`src/rtl/fpu_req_dispatch.sv`:
```
// fpu_req_dispatch: issue-side FPU front end.
// Allocates completion tags, registers requests toward the FPU, and matches
// out-of-order FPU responses back to issuer metadata stored per tag.
// Optional build macro: FPU_DISPATCH_STATS_EN enables the tag-stall counter.

`ifndef XLEN
`define XLEN 32
`endif
`ifndef INST_FPU_BITS
`define INST_FPU_BITS 4
`endif
`ifndef INST_FMT_BITS
`define INST_FMT_BITS 2
`endif
`ifndef INST_FRM_BITS
`define INST_FRM_BITS 3
`endif

module fpu_req_dispatch #(
   parameter int NUM_LANES  = 1,
   parameter int NUM_TAGS   = 4,
   parameter int META_WIDTH = 8,
   localparam int TAG_WIDTH = $clog2(NUM_TAGS),
   localparam int DW        = NUM_LANES * `XLEN
) (
   input  logic                      clk,
   input  logic                      reset_n,
   input  logic                      in_valid,
   input  logic [`INST_FPU_BITS-1:0] in_op_type,
   input  logic [`INST_FMT_BITS-1:0] in_fmt,
   input  logic [`INST_FRM_BITS-1:0] in_frm,
   input  logic [DW-1:0]             in_dataa,
   input  logic [DW-1:0]             in_datab,
   input  logic [DW-1:0]             in_datac,
   input  logic [META_WIDTH-1:0]     in_meta,
   output logic                      in_ready,
   output logic                      fpu_req_valid,
   output logic [`INST_FPU_BITS-1:0] fpu_req_op_type,
   output logic [`INST_FMT_BITS-1:0] fpu_req_fmt,
   output logic [`INST_FRM_BITS-1:0] fpu_req_frm,
   output logic [DW-1:0]             fpu_req_dataa,
   output logic [DW-1:0]             fpu_req_datab,
   output logic [DW-1:0]             fpu_req_datac,
   output logic [TAG_WIDTH-1:0]      fpu_req_tag,
   input  logic                      fpu_req_ready,
   input  logic                      fpu_rsp_valid,
   input  logic [TAG_WIDTH-1:0]      fpu_rsp_tag,
   input  logic [DW-1:0]             fpu_rsp_result,
   output logic                      fpu_rsp_ready,
   output logic                      out_valid,
   output logic [DW-1:0]             out_result,
   output logic [META_WIDTH-1:0]     out_meta,
   input  logic                      out_ready,
   output logic                      busy,
   output logic [31:0]               perf_tag_stalls
);

   // Lowest-index free tag; the mask must be non-empty when the result is used.
   function automatic logic [TAG_WIDTH-1:0] lowest_free(input logic [NUM_TAGS-1:0] m);
      lowest_free = '0;
      for (int i = NUM_TAGS - 1; i >= 0; i--) begin
         if (m[i]) lowest_free = TAG_WIDTH'(i);
      end
   endfunction

   logic [NUM_TAGS-1:0]   free_mask;
   logic [NUM_TAGS-1:0]   free_nxt;
   logic [META_WIDTH-1:0] meta_tbl [NUM_TAGS];
   logic [TAG_WIDTH-1:0]  alloc_tag;
   logic                  req_fire;
   logic                  rsp_fire;

   logic                      req_vld_p1;
   logic [`INST_FPU_BITS-1:0] req_op_p1;
   logic [`INST_FMT_BITS-1:0] req_fmt_p1;
   logic [`INST_FRM_BITS-1:0] req_frm_p1;
   logic [DW-1:0]             req_a_p1;
   logic [DW-1:0]             req_b_p1;
   logic [DW-1:0]             req_c_p1;
   logic [TAG_WIDTH-1:0]      req_tag_p1;

   logic                  out_vld_p1;
   logic [DW-1:0]         out_res_p1;
   logic [META_WIDTH-1:0] out_meta_p1;

   assign alloc_tag     = lowest_free(free_mask);
   assign in_ready      = (|free_mask) & (~req_vld_p1 | fpu_req_ready);
   assign req_fire      = in_valid & in_ready;
   assign fpu_rsp_ready = ~out_vld_p1 | out_ready;
   assign rsp_fire      = fpu_rsp_valid & fpu_rsp_ready;

   // Next free mask: allocation sees the pre-update mask, so a freed tag is reusable next cycle.
   always_comb begin
      free_nxt = free_mask;
      if (req_fire) free_nxt[alloc_tag] = 1'b0;
      if (rsp_fire) free_nxt[fpu_rsp_tag] = 1'b1;
   end

   // Tag free-mask register.
   always_ff @(posedge clk or negedge reset_n) begin
      if (!reset_n) free_mask <= '1;
      else          free_mask <= free_nxt;
   end

   // Metadata table written at allocation; contents are meaningless until written.
   always_ff @(posedge clk) begin
      if (req_fire) meta_tbl[alloc_tag] <= in_meta;
   end

   // ---- stage p1: FPU request register ----
   // Request register holds fields stable while the FPU stalls.
   always_ff @(posedge clk or negedge reset_n) begin
      if (!reset_n) begin
         req_vld_p1 <= 1'b0;
         req_op_p1  <= '0;
         req_fmt_p1 <= '0;
         req_frm_p1 <= '0;
         req_a_p1   <= '0;
         req_b_p1   <= '0;
         req_c_p1   <= '0;
         req_tag_p1 <= '0;
      end else if (req_fire) begin
         req_vld_p1 <= 1'b1;
         req_op_p1  <= in_op_type;
         req_fmt_p1 <= in_fmt;
         req_frm_p1 <= in_frm;
         req_a_p1   <= in_dataa;
         req_b_p1   <= in_datab;
         req_c_p1   <= in_datac;
         req_tag_p1 <= alloc_tag;
      end else if (fpu_req_ready) begin
         req_vld_p1 <= 1'b0;
      end
   end

   // ---- stage p1: writeback register ----
   // Response register pairs the FPU result with the metadata stored under its tag.
   always_ff @(posedge clk or negedge reset_n) begin
      if (!reset_n) begin
         out_vld_p1  <= 1'b0;
         out_res_p1  <= '0;
         out_meta_p1 <= '0;
      end else if (rsp_fire) begin
         out_vld_p1  <= 1'b1;
         out_res_p1  <= fpu_rsp_result;
         out_meta_p1 <= meta_tbl[fpu_rsp_tag];
      end else if (out_ready) begin
         out_vld_p1 <= 1'b0;
      end
   end

   assign fpu_req_valid   = req_vld_p1;
   assign fpu_req_op_type = req_op_p1;
   assign fpu_req_fmt     = req_fmt_p1;
   assign fpu_req_frm     = req_frm_p1;
   assign fpu_req_dataa   = req_a_p1;
   assign fpu_req_datab   = req_b_p1;
   assign fpu_req_datac   = req_c_p1;
   assign fpu_req_tag     = req_tag_p1;
   assign out_valid       = out_vld_p1;
   assign out_result      = out_res_p1;
   assign out_meta        = out_meta_p1;
   assign busy            = (~&free_mask) | req_vld_p1 | out_vld_p1;

`ifdef FPU_DISPATCH_STATS_EN
   function automatic logic [31:0] sat_inc(input logic [31:0] v);
      sat_inc = (&v) ? v : v + 32'd1;
   endfunction

   logic [31:0] stall_cnt;

   // Count cycles where the issuer waits only because every tag is outstanding.
   always_ff @(posedge clk or negedge reset_n) begin
      if (!reset_n)                     stall_cnt <= '0;
      else if (in_valid & ~|free_mask)  stall_cnt <= sat_inc(stall_cnt);
   end

   assign perf_tag_stalls = stall_cnt;
`else
   assign perf_tag_stalls = 32'd0;
`endif

`ifndef SYNTHESIS
   // A response must name a tag that is currently outstanding.
   rsp_tag_outstanding: assert property (@(posedge clk) disable iff (!reset_n)
      rsp_fire |-> !free_mask[fpu_rsp_tag]);
`endif

endmodule

```
`config.mk`:
```
export PLATFORM = sky130hd
export DESIGN_NAME = fpu_req_dispatch
export DESIGN_NICKNAME = d
export VERILOG_FILES = /design/src/rtl/fpu_req_dispatch.sv
export SDC_FILE = /design/constraint.sdc
export NUM_CORES = 1
export LEC_CHECK = 0
export ABC_AREA = 1
export BUFFER_PORTS_ARGS = -buffer_cell sky130_fd_sc_hd__buf_4
export CAP_MARGIN = 40
export CORE_MARGIN = 4
export CORE_UTILIZATION = 40
export CTS_CLUSTER_DIAMETER = 50
export DETAILED_ROUTE_END_ITERATION = 7
export GPL_ROUTABILITY_DRIVEN = 0
export PLACE_DENSITY = 0.7
export SLEW_MARGIN = 20
export SYNTH_ARGS = -nofsm -noshare
export SYNTH_HDL_FRONTEND = slang
export SYNTH_SLANG_ARGS = --single-unit
```
`constraint.sdc`:
```
create_clock -name clk -period 2.65 [get_ports clk]
set_input_delay 0.6625 -clock clk [delete_from_list [all_inputs] [get_ports clk]]
set_output_delay 0.6625 -clock clk [all_outputs]
set_load 0.01 [all_outputs]
```
=== Word level (Yosys, flattened, before mapping) ===
Memories as Yosys holds them, arrays and structs flattened. A register that Yosys moved wholly into a read port is not among the register bits.
Index checks and enable logic that the tools add are counted.

* $lt $le $gt $ge: 4
* Muxes and demuxes: 16
* Reduce and logical (&&, ||, !) cells: 8
* Bitwise operators: 12

{| class="wikitable"
|+ Operator list
! cell !! count
|-
| 1-bit two-way mux || 8
|-
| 2-bit two-way mux || 4
|-
| 4-bit two-way mux || 2
|-
| 2-bit by 3-bit less-than comparator with 1-bit output (second input constant) || 2
|-
| 4-bit AND || 1
|-
| 1-bit demux with 2-bit select || 2
|-
| 2-bit by 1-bit >= comparator with 1-bit output (second input constant) || 2
|-
| 4-bit NOT || 1
|-
| 1-bit bitwise OR || 4
|-
| 4-bit bitwise OR || 1
|-
| 4-bit AND reduction || 1
|-
| 2-bit nonzero test || 2
|-
| 4-bit OR reduction || 1
|-
| 1-bit AND || 3
|-
| 1-bit logical AND || 2
|-
| 1-bit zero test || 2
|-
| 1-bit NOT || 2
|}

* Bits in writable memories: 32
* Bits of input ports: 153
* Output and inout port bits: 184
* Register bits: 145
* Memories kept: 1
* Word-level logic and storage cells: 52

{| class="wikitable"
|+ Memory list
! memory !! depth !! bits a word !! rd ports !! clocked after Yosys merged registers in !! wr ports !! line !! text
|-
| meta_tbl || 4 || 8 || 1 || 1 || 1 || 68 || <nowiki>logic [META_WIDTH-1:0] meta_tbl [NUM_TAGS];</nowiki>
|}

=== Logic depth before layout (Yosys ltp) ===
Gate-level depths: netlist of the first run.

* Depth after elaboration: 13
* Mapped depth: 8
* Gate-level depth less buffers: 6

=== Worst setup path after synthesis of the first run ===
OpenSTA, ideal clock, no wires.

* Path type: input-to-reg
* From: in fpu_req_ready
* To: mem meta_tbl[0][0] (enable)
* Library setup time: 383 ps
* Data required time: 2267 ps
* Stages: 5
* Arrival: 1685 ps
* Setup slack: 582 ps
* Path buffers: 1
* Path through: inv_1 > nand2_1 > nand3_2 > buf_2 > nor3_1

* Word-level cells in the longest chain between the ends: 5

{| class="wikitable"
|+ RTL lines
! item !! line !! text
|-
| start, declared || 45 || <nowiki>input logic fpu_req_ready,</nowiki>
|-
| 1-bit bitwise OR || 87 || <nowiki>assign in_ready = (|free_mask) & (~req_vld_p1 | fpu_req_ready);</nowiki>
|-
| 1-bit AND || 87 ||
|-
| 1-bit AND || 88 || <nowiki>assign req_fire = in_valid & in_ready;</nowiki>
|-
| 1-bit two-way mux || 107 || <nowiki>if (req_fire) meta_tbl[alloc_tag] <= in_meta;</nowiki>
|-
| 1-bit two-way mux (implied by the code) || 107 ||
|-
| end, declared || 68 ||
|}

Every way passes these cells.

=== Worst setup path after layout of the first run ===
* From: reg free_mask[1]
* To: out busy

* Word-level cells in the longest chain between the ends: 4

{| class="wikitable"
|+ RTL lines
! item !! line !! text
|-
| start, declared || 66 || <nowiki>logic [NUM_TAGS-1:0] free_mask;</nowiki>
|-
| start signal, assigned || 102 || <nowiki>else free_mask <= free_nxt;</nowiki>
|-
| 4-bit AND reduction || 163 || <nowiki>assign busy = (~&free_mask) | req_vld_p1 | out_vld_p1;</nowiki>
|-
| 1-bit zero test || 163 ||
|-
| 1-bit bitwise OR (2 in series) || 163 ||
|-
| end, declared || 54 || <nowiki>output logic busy,</nowiki>
|}

Every way passes these cells.

==> results of run 1 <==
-- power breakdown --
group	switching [W]	internal (W)	leakage, nW	total (W)
logic	0.00151	0.00134	3.14	0.00285
registers	0.000428	0.00367	2.17	0.00410
clock network	0.00106	0.00144	0.286	0.00250
total	0.00300	0.00644	5.59	0.00945
-- stage by stage --
stage / util, % / instance area, µm² / hold WS, ps
detailed placement: 54.05 / 9709 / 465.8
CTS: 57.31 / 10290 / 228.5
global route: 57.31 / 10290 / 237.4
finish: 57.31 / 10290 / 209.0
global placement: 54.05 / 9709 / 463.7
floorplan: - / 7427 / 366.9
-- worst max path at each step --
stage / cells past startpoint / startpoint / end
after floorplan: 5 / fpu_req_ready / meta_tbl[0][0]
after global placement: 7 / fpu_req_ready / meta_tbl[1][7]
after detailed placement: 7 / fpu_req_ready / meta_tbl[1][5]
after CTS: 4 / free_mask[1] / busy
after global routing: 4 / free_mask[1] / busy
final: 4 / free_mask[1] / busy
-- per-layer routing --
| metal | wire length (µm) | global-route usage (%) | vias to the layer above |
|---|---|---|---|
| met5 | 20 | 0 | - |
| met3 | 2009 | 7.435 | 22 |
| met2 | 9794 | 31.68 | 243 |
| met1 | 7915 | 23.14 | 2680 |
| met4 | 284 | 5.753 | 2 |
| li1 | - | - | 2950 |
-- state kept, by name (all words and copies together), names as in the netlist --
signal	count
out_valid	1
fpu_req_dataa	32
free_mask	4
out_result	32
fpu_req_tag	2
meta_tbl	32
out_meta	8
fpu_req_valid	1
fpu_req_datac	32
fpu_req_datab	32
fpu_req_op_type	4
fpu_req_frm	3
fpu_req_fmt	2
-- kinds of logic (layout without fill, tap and decap cells) --
family / Yosys count / count (layout)
AO/OA/AOI/OAI: 29 / 29
buffers and inverters: 78 / 362
flip-flops: 185 / 185
other: 1 / 32
AND/OR/NAND/NOR: 491 / 491
-- cell usage in the layout (no fill, tap or decap) --
master      count
o21ai_1         2
nor4_1          1
clkinv_2        2
dfrtp_1       149
nor2_2          1
buf_4         315
clkinv_1        2
nand3_1         4
bufinv_16       1
o21bai_1        2
clkbuf_16      18
nand4_1         2
clkbuf_1        3
clkinv_4        2
edfxtp_1       32
nor2_1          4
buf_6           1
inv_6           2
clkinvlp_4      1
nand2_1       473
o21ai_0         8
buf_12          3
conb_1         32
a21oi_1        17
inv_2           2
clkbuf_8        3
nand3_4         1
inv_1           7
nor3_1          3
and2_1          1
nand2_2         1
dfstp_2         4
-- cell type report --
| class | count | share of cell area [%] |
|---|---|---|
| Tap cell | 229 | 2.783 |
| Clock buffer | 24 | 4.886 |
| Timing Repair Buffer | 319 | 23.66 |
| Clock inverter | 8 | 0.8021 |
| Sequential cell | 185 | 46.57 |
| Multi-Input combinational cell | 552 | 20.89 |
| Inverter | 11 | 0.4011 |
-- critical path: cells and delay by family (launching register included) --
family | cells | cell delay, ps
AND/OR/NAND/NOR | 2 | 390
flip-flops | 1 | 560
buffers and inverters | 2 | 260
==> results.toml, run 1 <==
[outcome]
status = "finished, final reports clean"

[worst_setup_path]
crit_type = "reg -> out"
ff2ff_path_depth = 6
reg2reg_slack_ps = 810
cpMaxStageDelayCell = "dfstp_2"
crit_fanout = 4
max_stage_delay_ps = 560
crit_arrival_ps = 1620
start_kind = "flip-flop"
critPathCaptureType = "output port"
worst_ep_required_time_ps = 1990
path_cells = "inv_1 -> nor4_1 -> nand3_1 -> buf_4"
rr_endpoint = "meta_tbl[1][7]"
r2r-start = "free_mask[3]"

[yosys]
yosys_warnings = 0
synth_area_leaders = "dfrtp_1 (51%), nand2_1 (24%), edfxtp_1 (13%)"
synth.distinct_cells = 26
yosys.area.top_type = "dfrtp_1"
synth-adder-area-share_pct = 0
synth_cells = 784
synth_edf_count = 32
syn-cell-area_um2 = 7311
avgSynthCellArea_um2 = 9.325
synth_ff_type = "dfrtp_1"
synthMuxAreaShare_pct = 0
synthSimpleGateAreaFrac_pct = 25.62
synth_top_family_by_area = "simple AND/OR/NAND/NOR gates"
synthArstFlopShare_pct = 82.70
synth_xor_area_share_pct = 0
ys_ff_latch = 185
synth_common_cells = "nand2_1 (473), dfrtp_1 (149), buf_4 (40)"
synthMostInstantiatedCell = "nand2_1"
synth_top_area_share_pct = 51.00
seq_area_frac_synth_pct = 65.58
synth_compound_area_share_pct = 2.054

[grt]
grt_pass1_wl_um = 30300
antenna_found_initial = 1
overflow = 0
grt_usage_pct = 19.09
grt_pass1_vias = 5828
grt_max_degree = 72

[sta]
min_period_ps = 2283
period_share_pct = 86.14
fin_ws_ps = 367.4
setup_viol = 0
fin_skew_ps = 11.32
max_freq_ghz = 0.4381
fin_tns_setup_ps = 0
tightest_slew_ps = 590.7
relSlewSlack_pct = 60.62
rsz0062_at_grt = "false"
final_max_slew_viol_count = 0
finalHoldViolCount = 0

[clock_tree]
numCtsBuffers = 17
path_clk_slew_ps = 70
cts-root-buf = "clkbuf_16"
cts_tree = "yes"
postCtsResizedCells = 0
clock_path_buffers = 2
postCtsHoldBufs = 0
numClockSinks = 185
post_cts_buffers = 0
clk_latency_ps = 420
htree_levels = 4

[detailed_routing]
drtIter0Drc = 294
drc = 0
post_drt_via_cell_ratio = 4.441
routed_wl_um = 20030
wl_per_cell_um = 15.08
ant_nets = 0
drt-pass1-iter-count = 6
vias = 5897

[finish]
area_delta_synth_final_pct = 40.82
nFillCells = 1638
nets = 1239
multi_input_area_um2 = 2151
seq_area_um2 = 4795
final_cells = 1328
drive_gt1_share_pct = 32.48
antennaDiodeCount = 0

[worst_hold_path]
hp-class = "in -> async"

[floorplanning]
die_x_um = 143.2
die_area_um2 = 20500
fp-row-count = 49
die_h_um = 143.2
start_util_pct = 40.70
coreArea_um2 = 17960
pin_count = 337

[flow_run]
cap_violations = 0

[placed_design]
place_hpwl_um = 14430
placed_cells = 1296
portBuffers = 304
place_ws_ps = 517.2

[power_and_ir_drop]
finalPower_w = 0.009446
p_leak_nw = 5.592
p_per_area_nw_per_um2 = 917.5
vdd_drop_max_mv = 0.4987
(Power assumes the default switching activity.)
==> run 2, diff against run 1 <==
--- a/config.mk
+++ b/config.mk
@@ -9,11 +9,12 @@
 export BUFFER_PORTS_ARGS = -buffer_cell sky130_fd_sc_hd__buf_4
 export CAP_MARGIN = 40
 export CORE_MARGIN = 4
-export CORE_UTILIZATION = 40
+export CORE_UTILIZATION = 47
+export CTS_BUF_LIST = sky130_fd_sc_hd__clkbuf_4 sky130_fd_sc_hd__clkbuf_8 sky130_fd_sc_hd__clkbuf_16
 export CTS_CLUSTER_DIAMETER = 50
 export DETAILED_ROUTE_END_ITERATION = 7
 export GPL_ROUTABILITY_DRIVEN = 0
-export PLACE_DENSITY = 0.7
+export PLACE_DENSITY = 0.8
 export SLEW_MARGIN = 20
 export SYNTH_ARGS = -nofsm -noshare
 export SYNTH_HDL_FRONTEND = slang
==> results.toml, run 2 (synthesis results as in run 1) <==
[power_and_ir_drop]
p_per_area_nw_per_um2 = 928.5
p_leak_nw = 5.584
vdd_drop_max_mv = 0.6546
finalPower_w = 0.009517

[worst_setup_path]
reg2reg_slack_ps = 920
worst-path-stages = 4
worst_ep_required_time_ps = 1990
path_cells = "inv_1 -> nor4_1 -> nand3_1 -> buf_4"
crit_arrival_ps = 1570
cpMaxStageDelayCell = "dfstp_2"
max_stage_delay_ps = 550
start_kind = "flip-flop"
critPathCaptureType = "output port"
crit_fanout = 4
crit_buf_inv = 2
ff2ff_path_depth = 4
crit_type = "reg -> out"
cpLargestDelayFamily = "flip-flops"

[sta]
rsz0062_at_grt = "false"
max_freq_ghz = 0.4475
final_max_slew_viol_count = 0
setup_viol = 0
relSlewSlack_pct = 55.93
tightest_slew_ps = 658.6
fin_skew_ps = 6.745
finalHoldViolCount = 0
period_share_pct = 84.33
min_period_ps = 2235
hold_slack_ps = 210.2
fin_tns_setup_ps = 0
fin_ws_ps = 415.2

[clock_tree]
cts-root-buf = "clkbuf_16"
clk_latency_ps = 420
numCtsBuffers = 17
numClockSinks = 185
path_clk_slew_ps = 60
htree_levels = 4
post_cts_buffers = 0
clock_path_buffers = 2
postCtsHoldBufs = 0
postCtsResizedCells = 0
cts_tree = "yes"

[detailed_routing]
ant_nets = 0
drtIter0Drc = 340
routed_wl_um = 19900
drc = 0
vias = 6124
wl_per_cell_um = 15.51
post_drt_via_cell_ratio = 4.773
drt-pass1-iter-count = 4

[placed_design]
place_hpwl_um = 14720
placed_cells = 1251
portBuffers = 304
place_ws_ps = 616.6

[outcome]
status = "finished, final reports clean"

[grt]
grt_use_met2_pct = 37.24
met1_usage_pct = 26.59
grt_pass1_wl_um = 31010
grt-busiest-layer = "met2"
antenna_found_initial = 0
grt_pass1_vias = 6064
overflow = 0
grt_max_degree = 63
use_met3_pct = 7.757
grt_usage_pct = 22.34

[floorplanning]
die_area_um2 = 17610
fp-row-count = 45
die_h_um = 132.7
die_x_um = 132.7
coreArea_um2 = 15200
start_util_pct = 48.09
pin_count = 337

[flow_run]
cap_violations = 0

[finish]
antennaDiodeCount = 0
final_cells = 1283
area_delta_synth_final_pct = 40.20
nFillCells = 1193
final_common_cell = "nand2_1"
drive_gt1_share_pct = 32.33
layout_common_cells = "nand2_1 (473), buf_4 (309), dfrtp_1 (149), conb_1 (32), edfxtp_1 (32)"
nets = 1235

[worst_hold_path]
hp-class = "in -> async"
## run 2: cell count changes in the layout (fill, tap and decap cells not counted), sizes merged
| cell | delta |
|---|---|
| buf | -4 |
| clkinvlp | +1 |
| clkbuf | -4 |
| clkinv | +1 |
| bufinv | +2 |
## run 2: worst register-to-register path, stage by stage, from the launching register on
cell and delay, ps:
dfstp_2 580, nor2_2 70, inv_1 50, nand4_1 120, nor2_1 540
## run 2: path summary, 6_finish.rpt
| path | start | endpoint |
|---|---|---|
| min in group clk | in_dataa[5] | fpu_req_dataa[5] |
| worst max-delay path | free_mask[1] | busy |
| worst max register to register | free_mask[3] | meta_tbl[2][3] |
| max in group asynchronous | reset_n | fpu_req_dataa[22] |
| worst min register to register | fpu_req_datac[9] | fpu_req_datac[9] |
| worst min-delay path | reset_n | out_result[22] |
## run 2: layer usage
layer  routed length [µm]  vias to the layer above  part of all wire (%)
met3                 1831                       34                   9.2
met5                    0                        -                     0
li1                     -                     2943                     -
met4                  529                        0                   2.7
met1                 7731                     2866                    39
met2                 9810                      281                    49
## run 2: area by class of cell
type	count	area (µm²)	area share [%]
flip-flops and latches	185	4795	46.78
repair buffers	315	2431	23.72
multi-input cells	552	2151	20.98
clock buffers	20	447.9	4.370
well taps	188	235.2	2.295
clock inverters	12	148.9	1.453
inverters	11	41.29	0.4028
## run 2: per-stage QoR
stage	cell area (µm²)	util (%)
after floorplan	7427	-
after global placement	9653	63.50
after detailed placement	9653	63.50
after CTS	10250	67.42
after global routing	10250	67.42
final	10250	67.42
## run 2: power breakdown
part	internal, W	total [W]	switching [W]
clock network	0.00151	0.00254	0.00103
logic	0.00134	0.00287	0.00153
registers	0.00367	0.00411	0.000438
